**src/rtl/rr_burst_sched_if.sv**
```systemverilog
// Requester/datapath-facing bundle of the burst scheduler.
// The wt field exists only when WEIGHTED_RR_EN is defined.
interface rr_burst_sched_if #(
  parameter int N     = 4,
  parameter int LEN_W = 4,
  parameter int WT_W  = 2
);
  localparam int ID_W = $clog2(N);

  logic [N-1:0]       req;
  logic [N*LEN_W-1:0] req_len;
  logic               beat_vld;
  logic [N-1:0]       gnt;
  logic [ID_W-1:0]    gnt_id;
  logic               gnt_vld;
  logic [LEN_W-1:0]   beat_cnt;
  logic               last;
`ifdef WEIGHTED_RR_EN
  logic [N*WT_W-1:0]  wt;
`endif

  modport master (
`ifdef WEIGHTED_RR_EN
    output wt,
`endif
    output req, req_len, beat_vld,
    input  gnt, gnt_id, gnt_vld, beat_cnt, last
  );

  modport slave (
`ifdef WEIGHTED_RR_EN
    input  wt,
`endif
    input  req, req_len, beat_vld,
    output gnt, gnt_id, gnt_vld, beat_cnt, last
  );
endinterface

```
**src/rtl/rr_burst_sched.sv**
```systemverilog
// Round-robin scheduler that locks a grant for a burst of len+1 beats; pointer advances at burst end.
// Optional: define WEIGHTED_RR_EN for per-grant credits that re-grant the same requester.
module rr_burst_sched #(
  parameter int N     = 4,
  parameter int LEN_W = 4,
  parameter int WT_W  = 2
) (
  input logic             clk,
  input logic             rst_n,
  rr_burst_sched_if.slave bus
);
  localparam int ID_W  = $clog2(N);
  localparam int IDX_W = ID_W + 1;

  typedef enum logic [0:0] {IDLE = 1'b0, BURST = 1'b1} state_t;

  if (N < 2 || N > 16 || LEN_W < 1 || WT_W < 1) begin : g_param_check
    $error("rr_burst_sched: parameter out of range");
  end

  state_t           state_q;
  logic [N-1:0]     gnt_q;
  logic [ID_W-1:0]  gnt_id_q;
  logic [ID_W-1:0]  ptr_q;
  logic             gnt_vld_q;
  logic [LEN_W-1:0] beat_cnt_q;
  logic [LEN_W-1:0] len_q;

  logic             last_s;
  logic             found_s;
  logic             hold_s;
  logic             load_s;
  logic [ID_W-1:0]  ptr_adv_s;
  logic [ID_W-1:0]  arb_ptr_s;
  logic [ID_W-1:0]  win_s;
  logic [ID_W-1:0]  tgt_s;
  logic [IDX_W-1:0] pick_s;
  logic [N-1:0]     tgt_oh_s;
  logic [LEN_W-1:0] tgt_len_s;

  // Returns {found, index} of the first set request at or after p, wrapping modulo N.
  function automatic logic [IDX_W-1:0] rr_pick(input logic [N-1:0] r, input logic [ID_W-1:0] p);
    logic [IDX_W-1:0] res;
    logic [IDX_W-1:0] sum;
    logic [IDX_W-1:0] idx;
    res = {IDX_W{1'b0}};
    for (int k = N - 1; k >= 0; k--) begin
      sum = {1'b0, p} + IDX_W'(k);
      idx = (sum >= IDX_W'(N)) ? sum - IDX_W'(N) : sum;
      res = r[idx[ID_W-1:0]] ? {1'b1, idx[ID_W-1:0]} : res;
    end
    return res;
  endfunction

  // On a completing beat arbitration already uses the advanced pointer, so the next burst starts without a bubble.
  always_comb begin
    last_s    = (state_q == BURST) && bus.beat_vld && (beat_cnt_q == len_q);
    ptr_adv_s = (gnt_id_q == ID_W'(N - 1)) ? {ID_W{1'b0}} : gnt_id_q + ID_W'(1);
    arb_ptr_s = (state_q == BURST) ? ptr_adv_s : ptr_q;
    pick_s    = rr_pick(bus.req, arb_ptr_s);
    found_s   = pick_s[ID_W];
    win_s     = pick_s[ID_W-1:0];
    tgt_s     = hold_s ? gnt_id_q : win_s;
    tgt_oh_s  = {{(N-1){1'b0}}, 1'b1} << tgt_s;
    tgt_len_s = bus.req_len[tgt_s*LEN_W +: LEN_W];
    load_s    = hold_s || (found_s && ((state_q == IDLE) || last_s));
  end

`ifdef WEIGHTED_RR_EN
  logic [WT_W-1:0] credit_q;

  assign hold_s = last_s && (credit_q != {WT_W{1'b0}}) && bus.req[gnt_id_q];

  // A fresh grant loads the winner's weight; each re-grant spends one credit.
  always_ff @(posedge clk or negedge rst_n) begin
    if (!rst_n) begin
      credit_q <= {WT_W{1'b0}};
    end else if (load_s) begin
      credit_q <= hold_s ? credit_q - WT_W'(1) : bus.wt[tgt_s*WT_W +: WT_W];
    end
  end
`else
  assign hold_s = 1'b0;
`endif

  // Scheduler state: grant, latched length, beat counter and priority pointer.
  always_ff @(posedge clk or negedge rst_n) begin
    if (!rst_n) begin
      state_q    <= IDLE;
      gnt_q      <= {N{1'b0}};
      gnt_id_q   <= {ID_W{1'b0}};
      gnt_vld_q  <= 1'b0;
      beat_cnt_q <= {LEN_W{1'b0}};
      len_q      <= {LEN_W{1'b0}};
      ptr_q      <= {ID_W{1'b0}};
    end else begin
      if (load_s) begin
        state_q    <= BURST;
        gnt_q      <= tgt_oh_s;
        gnt_id_q   <= tgt_s;
        gnt_vld_q  <= 1'b1;
        len_q      <= tgt_len_s;
        beat_cnt_q <= {LEN_W{1'b0}};
      end else if (last_s) begin
        state_q    <= IDLE;
        gnt_q      <= {N{1'b0}};
        gnt_id_q   <= {ID_W{1'b0}};
        gnt_vld_q  <= 1'b0;
        len_q      <= {LEN_W{1'b0}};
        beat_cnt_q <= {LEN_W{1'b0}};
      end else if ((state_q == BURST) && bus.beat_vld) begin
        beat_cnt_q <= beat_cnt_q + LEN_W'(1);
      end
      if (last_s && !hold_s) begin
        ptr_q <= ptr_adv_s;
      end
    end
  end

  assign bus.gnt      = gnt_q;
  assign bus.gnt_id   = gnt_id_q;
  assign bus.gnt_vld  = gnt_vld_q;
  assign bus.beat_cnt = beat_cnt_q;
  assign bus.last     = last_s;
endmodule

```
**src/flat_wrapper.sv**
```systemverilog
// flat-port wrapper written by rule: the top's interface ports become plain ports
module rr_burst_sched_flat 
#(
  parameter int N     = 4,
  parameter int LEN_W = 4,
  parameter int WT_W  = 2
)
  (clk, rst_n, bus_req, bus_req_len, bus_beat_vld, bus_gnt, bus_gnt_id, bus_gnt_vld, bus_beat_cnt, bus_last);
  rr_burst_sched_if #(.N(N), .LEN_W(LEN_W), .WT_W(WT_W)) bus_i ();
  input logic clk;
  input logic rst_n;
  input wire logic [$bits(bus_i.req)-1:0] bus_req;
  input wire logic [$bits(bus_i.req_len)-1:0] bus_req_len;
  input wire logic [$bits(bus_i.beat_vld)-1:0] bus_beat_vld;
  output wire logic [$bits(bus_i.gnt)-1:0] bus_gnt;
  output wire logic [$bits(bus_i.gnt_id)-1:0] bus_gnt_id;
  output wire logic [$bits(bus_i.gnt_vld)-1:0] bus_gnt_vld;
  output wire logic [$bits(bus_i.beat_cnt)-1:0] bus_beat_cnt;
  output wire logic [$bits(bus_i.last)-1:0] bus_last;
  assign bus_i.req = bus_req;
  assign bus_i.req_len = bus_req_len;
  assign bus_i.beat_vld = bus_beat_vld;
  assign bus_gnt = bus_i.gnt;
  assign bus_gnt_id = bus_i.gnt_id;
  assign bus_gnt_vld = bus_i.gnt_vld;
  assign bus_beat_cnt = bus_i.beat_cnt;
  assign bus_last = bus_i.last;
  rr_burst_sched #(.N(N), .LEN_W(LEN_W), .WT_W(WT_W)) u_core (.clk(clk), .rst_n(rst_n), .bus(bus_i));
endmodule
```
**config.mk**
```make
export PLATFORM = sky130hd
export DESIGN_NAME = rr_burst_sched_flat
export DESIGN_NICKNAME = d
export VERILOG_FILES = /design/src/rtl/rr_burst_sched_if.sv /design/src/rtl/rr_burst_sched.sv /design/src/flat_wrapper.sv
export SDC_FILE = /design/constraint.sdc
export NUM_CORES = 1
export LEC_CHECK = 0
export ABC_AREA = 1
export CAP_MARGIN = 20
export CORE_MARGIN = 4
export CORE_UTILIZATION = 29
export CTS_CLUSTER_DIAMETER = 150
export DETAILED_ROUTE_END_ITERATION = 7
export DONT_BUFFER_PORTS = 1
export PLACE_DENSITY = 0.5
export REMOVE_ABC_BUFFERS = 1
export SYNTH_ARGS = -nofsm -noshare
export SYNTH_HDL_FRONTEND = slang
export SYNTH_SLANG_ARGS = --single-unit
```
**constraint.sdc**
```tcl
create_clock -name clk -period 4.2 [get_ports clk]
set_input_delay 1.26 -clock clk [delete_from_list [all_inputs] [get_ports clk]]
set_output_delay 1.26 -clock clk [all_outputs]
set_load 0.01 [all_outputs]
```
# Yosys cells after proc, flatten, opt, wreduce, memory -nomap -nowiden
# Cells that the tools add are included.
# totals
reg_bits	17
inputBits	23
output_inout_bits	12
# op_classes
addsub	9
order_cmp	8
eq_ne	2
shift	2
mux	28
bitwise_logic	1
reduce_logical	6
# ops
cell	n
2-to-1 mux 4 bit	6
2-to-1 mux 2 bit	8
indexed part select 16 x 5 -> 4 bit	1
< comparator 2 x 3 -> 1 bit (second input constant)	4
2-to-1 mux 3 bit	4
>= comparator 3 bit (second input constant)	3
binary-select mux 1 bit (select 2 bit)	4
subtractor 2 x 1 -> 2 bit (second input constant)	4
adder 2 x 2 -> 3 bit (second input constant)	2
2-to-1 mux 1 bit	6
adder 4 x 1 -> 4 bit (second input constant)	1
== test 4 bit	1
left shift 1 x 2 -> 4 bit (first input constant)	1
adder 2 x 1 -> 3 bit (second input constant)	1
>= comparator 2 x 3 -> 1 bit (second input constant)	1
logical AND 1 bit	3
nonzero test 3 bit	1
adder 2 x 1 -> 2 bit (second input constant)	1
== test 2 bit (second input constant)	1
nonzero test 2 bit	1
logical OR 1 bit	1
inverter 1 bit	1

# Longest topological paths before layout
# Gate-level depths: netlist (run 1).
# depth
word_depth	14
depth_mapped	18
mapped_depth_nobuf	17

# Least setup slack after synthesis (run 1)
# No wires, ideal clock.
# synth_timing
kind	input to output
startpoint	input bus_beat_vld
endpoint	output bus_last
t_arrival_ns	1.952
t_required_ns	2.940
slack_ns	0.988
stages	4
path_buffers	0
path_cell_list	nand2_1 > nor4_1 > nand2_1 > inv_1
# synth_between
elab_chain_len	2
# synth_lines
element	line	text
from (decl)	flat_wrapper.sv:14	input wire logic [$bits(bus_i.beat_vld)-1:0] bus_beat_vld;
logical AND 1 bit (2 in a row)	rr_burst_sched.sv:57	last_s = (state_q == BURST) && bus.beat_vld && (beat_cnt_q == len_q);
to (decl)	flat_wrapper.sv:19	output wire logic [$bits(bus_i.last)-1:0] bus_last;
# Every way passes these cells.

# Worst setup path after layout (run 1)
# Same ends and word-level chain as after synthesis.

==> results of run 1 <==
[through the flow]
stage,setup WS (ns),std cells,utilization (%)
floorplan,0.966,180,-
global placement,0.885,232,30.9
detailed placement,0.838,232,30.9
CTS,0.832,236,31.9
global route,0.762,236,31.9
finish,0.858,236,31.9
[per-layer routing]
metal / vias up / wire (um) / share of wire (%)
met5: - / 0 / 0
met4: 0 / 52 / 1.7
met3: 5 / 291 / 9.7
met2: 39 / 1240 / 41
met1: 492 / 1410 / 47
li1: 592 / - / -
[state kept, by name, summed over array words and instances (netlist names)]
register / flops
u_core.bus.beat_cnt: 4
u_core.bus.gnt: 4
u_core.len_q: 4
u_core.bus.gnt_id: 2
u_core.ptr_q: 2
u_core.bus.gnt_vld: 1
[critical path, stage by stage]
cell and delay, ns:
nand2_1 0.08, nor4_1 0.30, nand2_1 0.19, inv_1 0.25
[logic make-up after synthesis]
kind of cell	Yosys count
and+or+nand+nor	130
buffers and inverters	17
DFF	17
AOI/OAI and AO/OA	13
xor gates and xnor gates	4
adders and majority gates	2
[synthesized netlist by cell type]
library cell / number
a21oi_1: 3
buf_6: 2
buf_8: 1
dfrtp_1: 17
ha_1: 2
inv_1: 10
inv_2: 2
inv_4: 2
nand2_1: 70
nand2_2: 15
nand2_4: 4
nand2_8: 2
nand3_1: 23
nand3_2: 2
nand3_4: 1
nand4_1: 2
nand4_2: 1
nor2_1: 4
nor2_2: 3
nor2_4: 1
nor4_1: 1
o21ai_0: 4
o21ai_1: 1
o21ai_2: 1
o31ai_1: 4
or2_1: 1
xor2_1: 4
[cells in the final DEF, fill, tap and decap left out, drive strengths merged]
cell and count:
a21oi 3, clkbuf 3, clkinv 1, dfrtp 17, ha 2, inv 14, nand2 91, nand3 26
nand4 3, nor2 8, nor4 1, o21ai 6, o31ai 4, or2 1, xor2 4
[path summary, 6_finish.rpt]
| path | start | endpoint | cells past startpoint |
|---|---|---|---|
| worst min-delay path | u_core.ptr_q[1] | u_core.ptr_q[1] | 2 |
| max in group asynchronous | rst_n | u_core.bus.gnt_vld | 0 |
| worst max register to register | u_core.bus.gnt_id[0] | u_core.bus.gnt[1] | 14 |
| min in group asynchronous | rst_n | u_core.bus.gnt_id[1] | 0 |
| worst min register to register | u_core.ptr_q[1] | u_core.ptr_q[1] | 2 |
| worst max-delay path | bus_beat_vld | bus_last | 4 |
[final cells by class]
| type | count | area [um2] |
|---|---|---|
| clock buffer | 3 | 41.3 |
| multi-input combinational | 149 | 816 |
| clock inverter | 1 | 5.00 |
| inverter | 14 | 57.6 |
| tap | 52 | 65.1 |
| fill | 477 | 3000 |
| sequential | 17 | 425 |
==> results.md, run 1 <==
- Status: finished clean
- Cells after Synth: 183
- Drt drc: 0
- Vias in the first global route: 1089
- CTS buffer count: 3
- Hold slack final: 0.491 ns
- Met3 Track Usage GR: 4.22%
- First-pass GRT wire length: 5260 um
- Row count: 24
- Largest net degree at the start of global routing: 18
- DR pass1 iterations: 4
- Internal reg-to-reg setup slack: 1.82 ns
- Slew Limit Fails: 0
- RSZ-0062 raised after global routing: false
- Crit path launch type: primary input
- Met2 GRT Util: 16.8%
- Initial DRC count: 77
- Setup Total Neg Slack: 0 ns
- Wire per inst: 12.7 um
- Complex-gate fraction of the synthesized area: 5.90%
- Seq cells post-synth: 17
- HPWL Detailed: 2380 um
- Max_cap viols: 0
- Combinational family with the most area after synthesis: simple AND/OR/NAND/NOR gates
- Area contributors post-synth: dfrtp_1, nand2_1, nand3_1, nand2_2, nand2_4
- Distinct cell type count after synthesis: 27
- Worst-Skew Late Latency: 0.26 ns
- Mapped Area: 0.00134 mm2
- Vias per inst: 4.78
- Most Crowded Layer GR: met2
- Clock Tree Root: clkbuf_8
- Final nets: 210
- DIE WIDTH: 75.9 um
- Post-Place Cell Area: 0.00136 mm2
- # IOs: 35
- Setup Fix Bufs, Post-CTS: 0
- Final worst-path cycle share: 79.6%
- Global route overflow: 0
- Synth Area in Adders: 1.87%
- DRT Wirelength: 2990 um
- Post-CTS Hold Fix Bufs: 0
- Core outline area: 0.00441 mm2
- Xor/xnor cell area share of the yosys netlist: 2.62%
- Post-CTS sizing: 0
- Min Tclk post-route: 3.34 ns
- Post-Synth Simple-Gate Area: 50.7%
- Total track usage: 11.8%
- CTS tree: yes
- Relative slew slack: 65.0%
- Antenna Cells: 0
- Worst clock skew: 0.00742 ns
- Starting Density: 30.3%
- Yosys top cell area share: 31.8%
- Worst path arrival time: 2.08 ns
- Post-synthesis area per instance: 7.30 um2
- # H-tree levels: 1
- Die area: 0.00576 mm2
- Area leader, netlist: dfrtp_1
- Crit. End Element: output port
- Port Buffers: 0
- Post-route cell area: 0.00141 mm2
- Routability cong.: 0.793
- Mux contribution to synthesized area: 0%
- Hold crit path type: flop to flop
- Die H: 75.9 um
- WP data required: 2.94 ns
- Finish-stage setup viols: 0
- Final hold vios: 0
- Warnings, synthesis: 0
- Fmax: 0.299 GHz
- Max FO, Critical Path: 7
- CTS sink cnt: 17
- Crit path kind: primary input to output port
- Fraction of layout instances using a drive strength above 1: 20.7%
- Antenna Violating Nets Remaining: 0
- Routed vias: 1128
- GR Layer Usage met1: 16.4%
- Reg clk slew, reported paths: 0.06 ns
- Initial antenna violation count: 0
- Worst Max-Slew Pin Slew: 0.525 ns
- CTS max path bufs: 2
- Area Overhead vs Synth: 5.52%
- Sequential area share after synthesis: 31.8%
Power of run 1 is not shown: default switching activity piles up to over one toggle a cycle in this logic, so the estimate is an artifact.
==> inputs of run 2 (changes only) <==
==> constraint.sdc (replaced) <==
create_clock -name clk -period 3.3 [get_ports clk]
set_input_delay 0.99 -clock clk [delete_from_list [all_inputs] [get_ports clk]]
set_output_delay 0.99 -clock clk [all_outputs]
set_load 0.01 [all_outputs]
==> run 2 against run 1 <==
Critical path depth is the same. Critical path type is now flop to output port. Critical endpoint unchanged. Wire length grew 2.2%. Register-to-register slack lost 0.96 ns. Highest routed layer unchanged. Sequential share of layout area is the same.
==> results.md, run 2 (synthesized netlist as in run 1, its figures left out) <==
- Hold crit path type: primary input to asynchronous set/reset pin
- Routability cong.: 0.819 (+3.2%)
- Most used cell, CP: nand2_1
- Reg clk slew, reported paths: 0.07 ns (about the same)
- Core outline area: 0.00441 mm2 (unchanged)
- Die area: 0.00576 mm2 (unchanged)
- Fraction of layout instances using a drive strength above 1: 20.7% (unchanged)
- Final nets: 210 (unchanged)
- Starting Density: 30.3% (unchanged)
- Initial antenna violation count: 0 (unchanged)
- FF-to-FF path depth: 14 (unchanged)
- Relative slew slack: 63.6% (-1.4 points)
- Vias per inst: 4.82 (+0.89%)
- Commonest non-fill, non-tap cell in the layout: nand2_1
- HPWL Detailed: 2430 um (+2.2%)
- Final core utilization: 31.9% (unchanged)
- Min Tclk post-route: 2.87 ns
- Vias in the first global route: 1121 (+2.9%)
- CTS buffer count: 3 (unchanged)
- CP Cell Sequence: nand2_1 > nor4_1 > nand2_1 > inv_1
- Crit path depth: 4 (unchanged)
- First-pass GRT wire length: 5360 um (+1.8%)
- Initial DRC count: 44 (-43%)
- Row count: 24 (unchanged)
- Finish-stage setup viols: 0 (unchanged)
- Cell family with most CP delay: simple AND/OR/NAND/NOR gates
- Crit path kind: flop to output port
- Multi-input gate area: 816 um2 (unchanged)
- DIE WIDTH: 75.9 um (unchanged)
- Final worst-path cycle share: 86.8%
- Global route overflow: 0 (unchanged)
- Register area: 425 um2 (unchanged)
- Status: finished clean
- Antenna Violating Nets Remaining: 0 (unchanged)
- CTS max path bufs: 2 (unchanged)
- DR pass1 iterations: 6 (+2)
- Most frequent cells in the layout: nand2_1, nand3_1, dfrtp_1, nand2_2, inv_1
- Final hold vios: 0 (unchanged)
- Wire per inst: 12.9 um (+2.2%)
- Die H: 75.9 um (unchanged)
- DRT Wirelength: 3050 um (+2.2%)
- WP data required: 2.31 ns (-0.63 ns)
- Post-CTS Hold Fix Bufs: 0 (unchanged)
- Setup Total Neg Slack: 0 ns (unchanged)
- Total track usage: 12.1% (+0.23 points)
- Area Overhead vs Synth: 5.52% (unchanged)
- Crit path launch type: flop
- Largest net degree at the start of global routing: 18 (unchanged)
- # IOs: 35 (unchanged)
- Drt drc: 0 (unchanged)
- Critical Path Slowest Stage Cell: dfrtp_1
- CTS sink cnt: 17 (unchanged)
- CTS tree: yes
- Port Buffers: 0 (unchanged)
- Setup Fix Bufs, Post-CTS: 0 (unchanged)
- # H-tree levels: 1 (unchanged)
- Worst clock skew: 0.00528 ns (-0.00214 ns)
- Worst-Skew Late Latency: 0.25 ns (about the same)
- Post-CTS sizing: 0 (unchanged)
- Max FO, Critical Path: 11 (+4)
- Clock Tree Root: clkbuf_8
- Internal reg-to-reg setup slack: 0.86 ns (-0.96 ns)
- RSZ-0062 raised after global routing: false
- CP max stage delay: 0.69 ns (+0.39 ns)
- Max_cap viols: 0 (unchanged)
- Buffers and inverters on the worst path: 1 (unchanged)
- Worst path arrival time: 1.88 ns (-0.20 ns)
- Fmax: 0.349 GHz
- Number of fill cells: 475 (-0.42%)
- Routed vias: 1138 (+0.89%)
- Slew Limit Fails: 0 (unchanged)
- Antenna Cells: 0 (unchanged)
- Crit. End Element: output port
- Worst Max-Slew Pin Slew: 0.546 ns (+0.0208 ns)
[run 2: cell counts in the layout (fill, tap and decap cells not counted)]
No cell type changed its count.
[run 2: final cells by class]
type                       instances  share of cell area [%]
clock buffer                       3                    2.93
inverter                          14                    4.08
sequential                        17                    30.2
multi-input combinational        149                    57.9
tap                               52                    4.61
clock inverter                     1                   0.355
[run 2: final timing paths]
kind	from	endpoint
setup / recovery	u_core.bus.gnt_vld	bus_last
hold / removal	rst_n	u_core.len_q[0]
setup reg to reg	u_core.bus.gnt_id[0]	u_core.bus.gnt_id[0]
hold reg to reg	u_core.ptr_q[1]	u_core.ptr_q[1]
max in group asynchronous	rst_n	u_core.ptr_q[1]
min in group clk	u_core.ptr_q[1]	u_core.ptr_q[1]
[run 2: layer usage]
metal | track usage (%) | routed length [um] | part of all wire (%)
met5 | 0 | 0 | 0
met4 | 2.91 | 34 | 1.1
met3 | 3.96 | 225 | 7.4
met2 | 17.5 | 1340 | 44
met1 | 17.2 | 1450 | 48
[run 2: stage by stage]
step	std cells	setup slack, ns	cell area [um2]	hold WS [ns]
detailed placement	232	0.516	1360	0.481
floorplan	180	0.606	1300	0.453
global placement	232	0.527	1360	0.479
finish	236	0.434	1410	0.424
global route	236	0.174	1410	0.408
CTS	236	0.432	1410	0.420
Power of run 2 is left out for the same reason.
==> inputs of run 3 (changes only) <==
--- a/config.mk
+++ b/config.mk
@@ -7,7 +7,6 @@
 export LEC_CHECK = 0
 export ABC_AREA = 1
 export CAP_MARGIN = 20
-export CORE_MARGIN = 4
 export CORE_UTILIZATION = 29
 export CTS_CLUSTER_DIAMETER = 150
 export DETAILED_ROUTE_END_ITERATION = 7
==> run 3 against run 2 <==
Sequential share of layout area unchanged. Die area down 15%. Hold slack worse by 0.0052 ns. Clock-buffer cell count unchanged. Critical path type unchanged. Wire length down 6.3%. Flip-flop and latch count unchanged. Non-clock buffer count unchanged. Utilization up 0.22 points. Highest routed layer unchanged. Final area unchanged.
==> results.md, run 3 (synthesized netlist as in run 1, its figures left out) <==
- HPWL Detailed: 2260 um (-7.1%)
- Worst path arrival time: 1.86 ns (-0.02 ns)
- CTS buffer count: 3 (unchanged)
- Routability cong.: 0.880 (+7.5%)
- Port Buffers: 0 (unchanged)
- Worst-Skew Late Latency: 0.26 ns (about the same)
- Met3 wire length: 183 um (-19%)
- Setup Total Neg Slack: 0 ns (unchanged)
- Reg clk slew, reported paths: 0.07 ns (about the same)
- Die H: 69.9 um (-7.9%)
- Row count: 24 (unchanged)
- Finish-stage setup viols: 0 (unchanged)
- FF-to-FF path depth: 14 (unchanged)
- Max Used Layer: met4
- CP Cell Sequence: nand2_1 > nor4_1 > nand2_1 > inv_1
- Crit. End Element: output port
- Total track usage: 12.7% (+0.65 points)
- Die area: 0.00488 mm2 (-15%)
- WL met1: 1440 um (-0.62%)
- Worst clock skew: 0.00243 ns (-0.00285 ns)
- Hold crit path type: primary input to asynchronous set/reset pin
- Slew Limit Fails: 0 (unchanged)
- Area Overhead vs Synth: 5.52% (unchanged)
- Routed vias: 1123 (-1.3%)
- Max_cap viols: 0 (unchanged)
- CTS sink cnt: 17 (unchanged)
- Global route overflow: 0 (unchanged)
- DIE WIDTH: 69.9 um (-7.9%)
- Fraction of layout instances using a drive strength above 1: 20.7% (unchanged)
- Crit path launch type: flop
- Initial antenna violation count: 0 (unchanged)
- Antenna Cells: 0 (unchanged)
- Min Tclk post-route: 2.85 ns (-0.0187 ns)
- Setup Fix Bufs, Post-CTS: 0 (unchanged)
- # IOs: 35 (unchanged)
- Drt drc: 0 (unchanged)
- Final nets: 210 (unchanged)
- Final worst-path cycle share: 86.3% (-0.57 points)
- Post-CTS sizing: 0 (unchanged)
- Final hold vios: 0 (unchanged)
- Worst Max-Slew Pin Slew: 0.526 ns (-0.0198 ns)
- Most frequent cells in the layout: nand2_1, nand3_1, dfrtp_1, nand2_2, inv_1
- Starting Density: 30.5% (+0.21 points)
- Vias in the first global route: 1061 (-5.4%)
- Critical Path Slowest Stage Cell: dfrtp_1
- # H-tree levels: 1 (unchanged)
- First-pass GRT wire length: 5030 um (-6.2%)
- Final core utilization: 32.2% (+0.22 points)
- Core outline area: 0.00438 mm2 (-0.68%)
- DRT Wirelength: 2860 um (-6.3%)
- Wire per inst: 12.1 um (-6.3%)
- Max FO, Critical Path: 11 (unchanged)
- Clock Tree Root: clkbuf_8
- CTS max path bufs: 2 (unchanged)
- Commonest non-fill, non-tap cell in the layout: nand2_1
- Status: finished clean
- Post-CTS Hold Fix Bufs: 0 (unchanged)
- CTS tree: yes
- Initial DRC count: 60 (+36%)
- Vias per inst: 4.76 (-1.3%)
- Largest net degree at the start of global routing: 18 (unchanged)
- Relative slew slack: 64.9% (+1.3 points)
- Most used cell, CP: nand2_1
- WP data required: 2.31 ns (about the same)
- Antenna Violating Nets Remaining: 0 (unchanged)
- Fmax: 0.351 GHz (+0.65%)
- DR pass1 iterations: 4 (-2)
- Met2 wire len: 1220 um (-9.1%)
- CP max stage delay: 0.68 ns (about the same)
- Crit path kind: flop to output port
- RSZ-0062 raised after global routing: false
run 3: cell counts in the layout (fill, tap and decap cells not counted):
Identical to the previous run, type by type.
run 3: cell type report:
class,instances,area (um2)
clock buffers,3,41.3
clock inverters,1,5.00
fillers,478,2970
inverters,14,57.6
multi-input cells,149,816
flip-flops and latches,17,425
well taps,52,65.1
run 3: path summary, 6_finish.rpt:
kind,from,to,slack [ns]
hold reg to reg,u_core.ptr_q[1],u_core.ptr_q[1],0.50
setup / recovery,u_core.bus.gnt_vld,bus_last,0.45
max in group asynchronous,rst_n,u_core.bus.gnt_id[1],2.81
setup reg to reg,u_core.bus.gnt_id[0],u_core.bus.gnt[2],0.87
hold / removal,rst_n,u_core.ptr_q[0],0.42
min in group clk,u_core.ptr_q[1],u_core.ptr_q[1],0.50
run 3: worst max-delay path: cells and delay by family (launching register included):
kind | cells | cell delay (ns)
buffers and inverters | 1 | 0.24
AND/OR/NAND/NOR | 3 | 0.68
flip-flops | 1 | 0.68
run 3: layer usage:
layer,vias to the layer above,GRT usage [%]
met5,-,0
met4,0,3.33
li1,595,-
met2,38,18.3
met1,488,18.0
met3,2,4.47
run 3: stage by stage:
stage	area, um2	instances	setup slack, ns	hold WS, ns
floorplan	1300	180	0.606	0.453
global placement	1360	232	0.527	0.478
detailed placement	1360	232	0.502	0.488
CTS	1410	236	0.425	0.417
global route	1410	236	0.254	0.406
finish	1410	236	0.453	0.419
Power of run 3 is left out for the same reason.
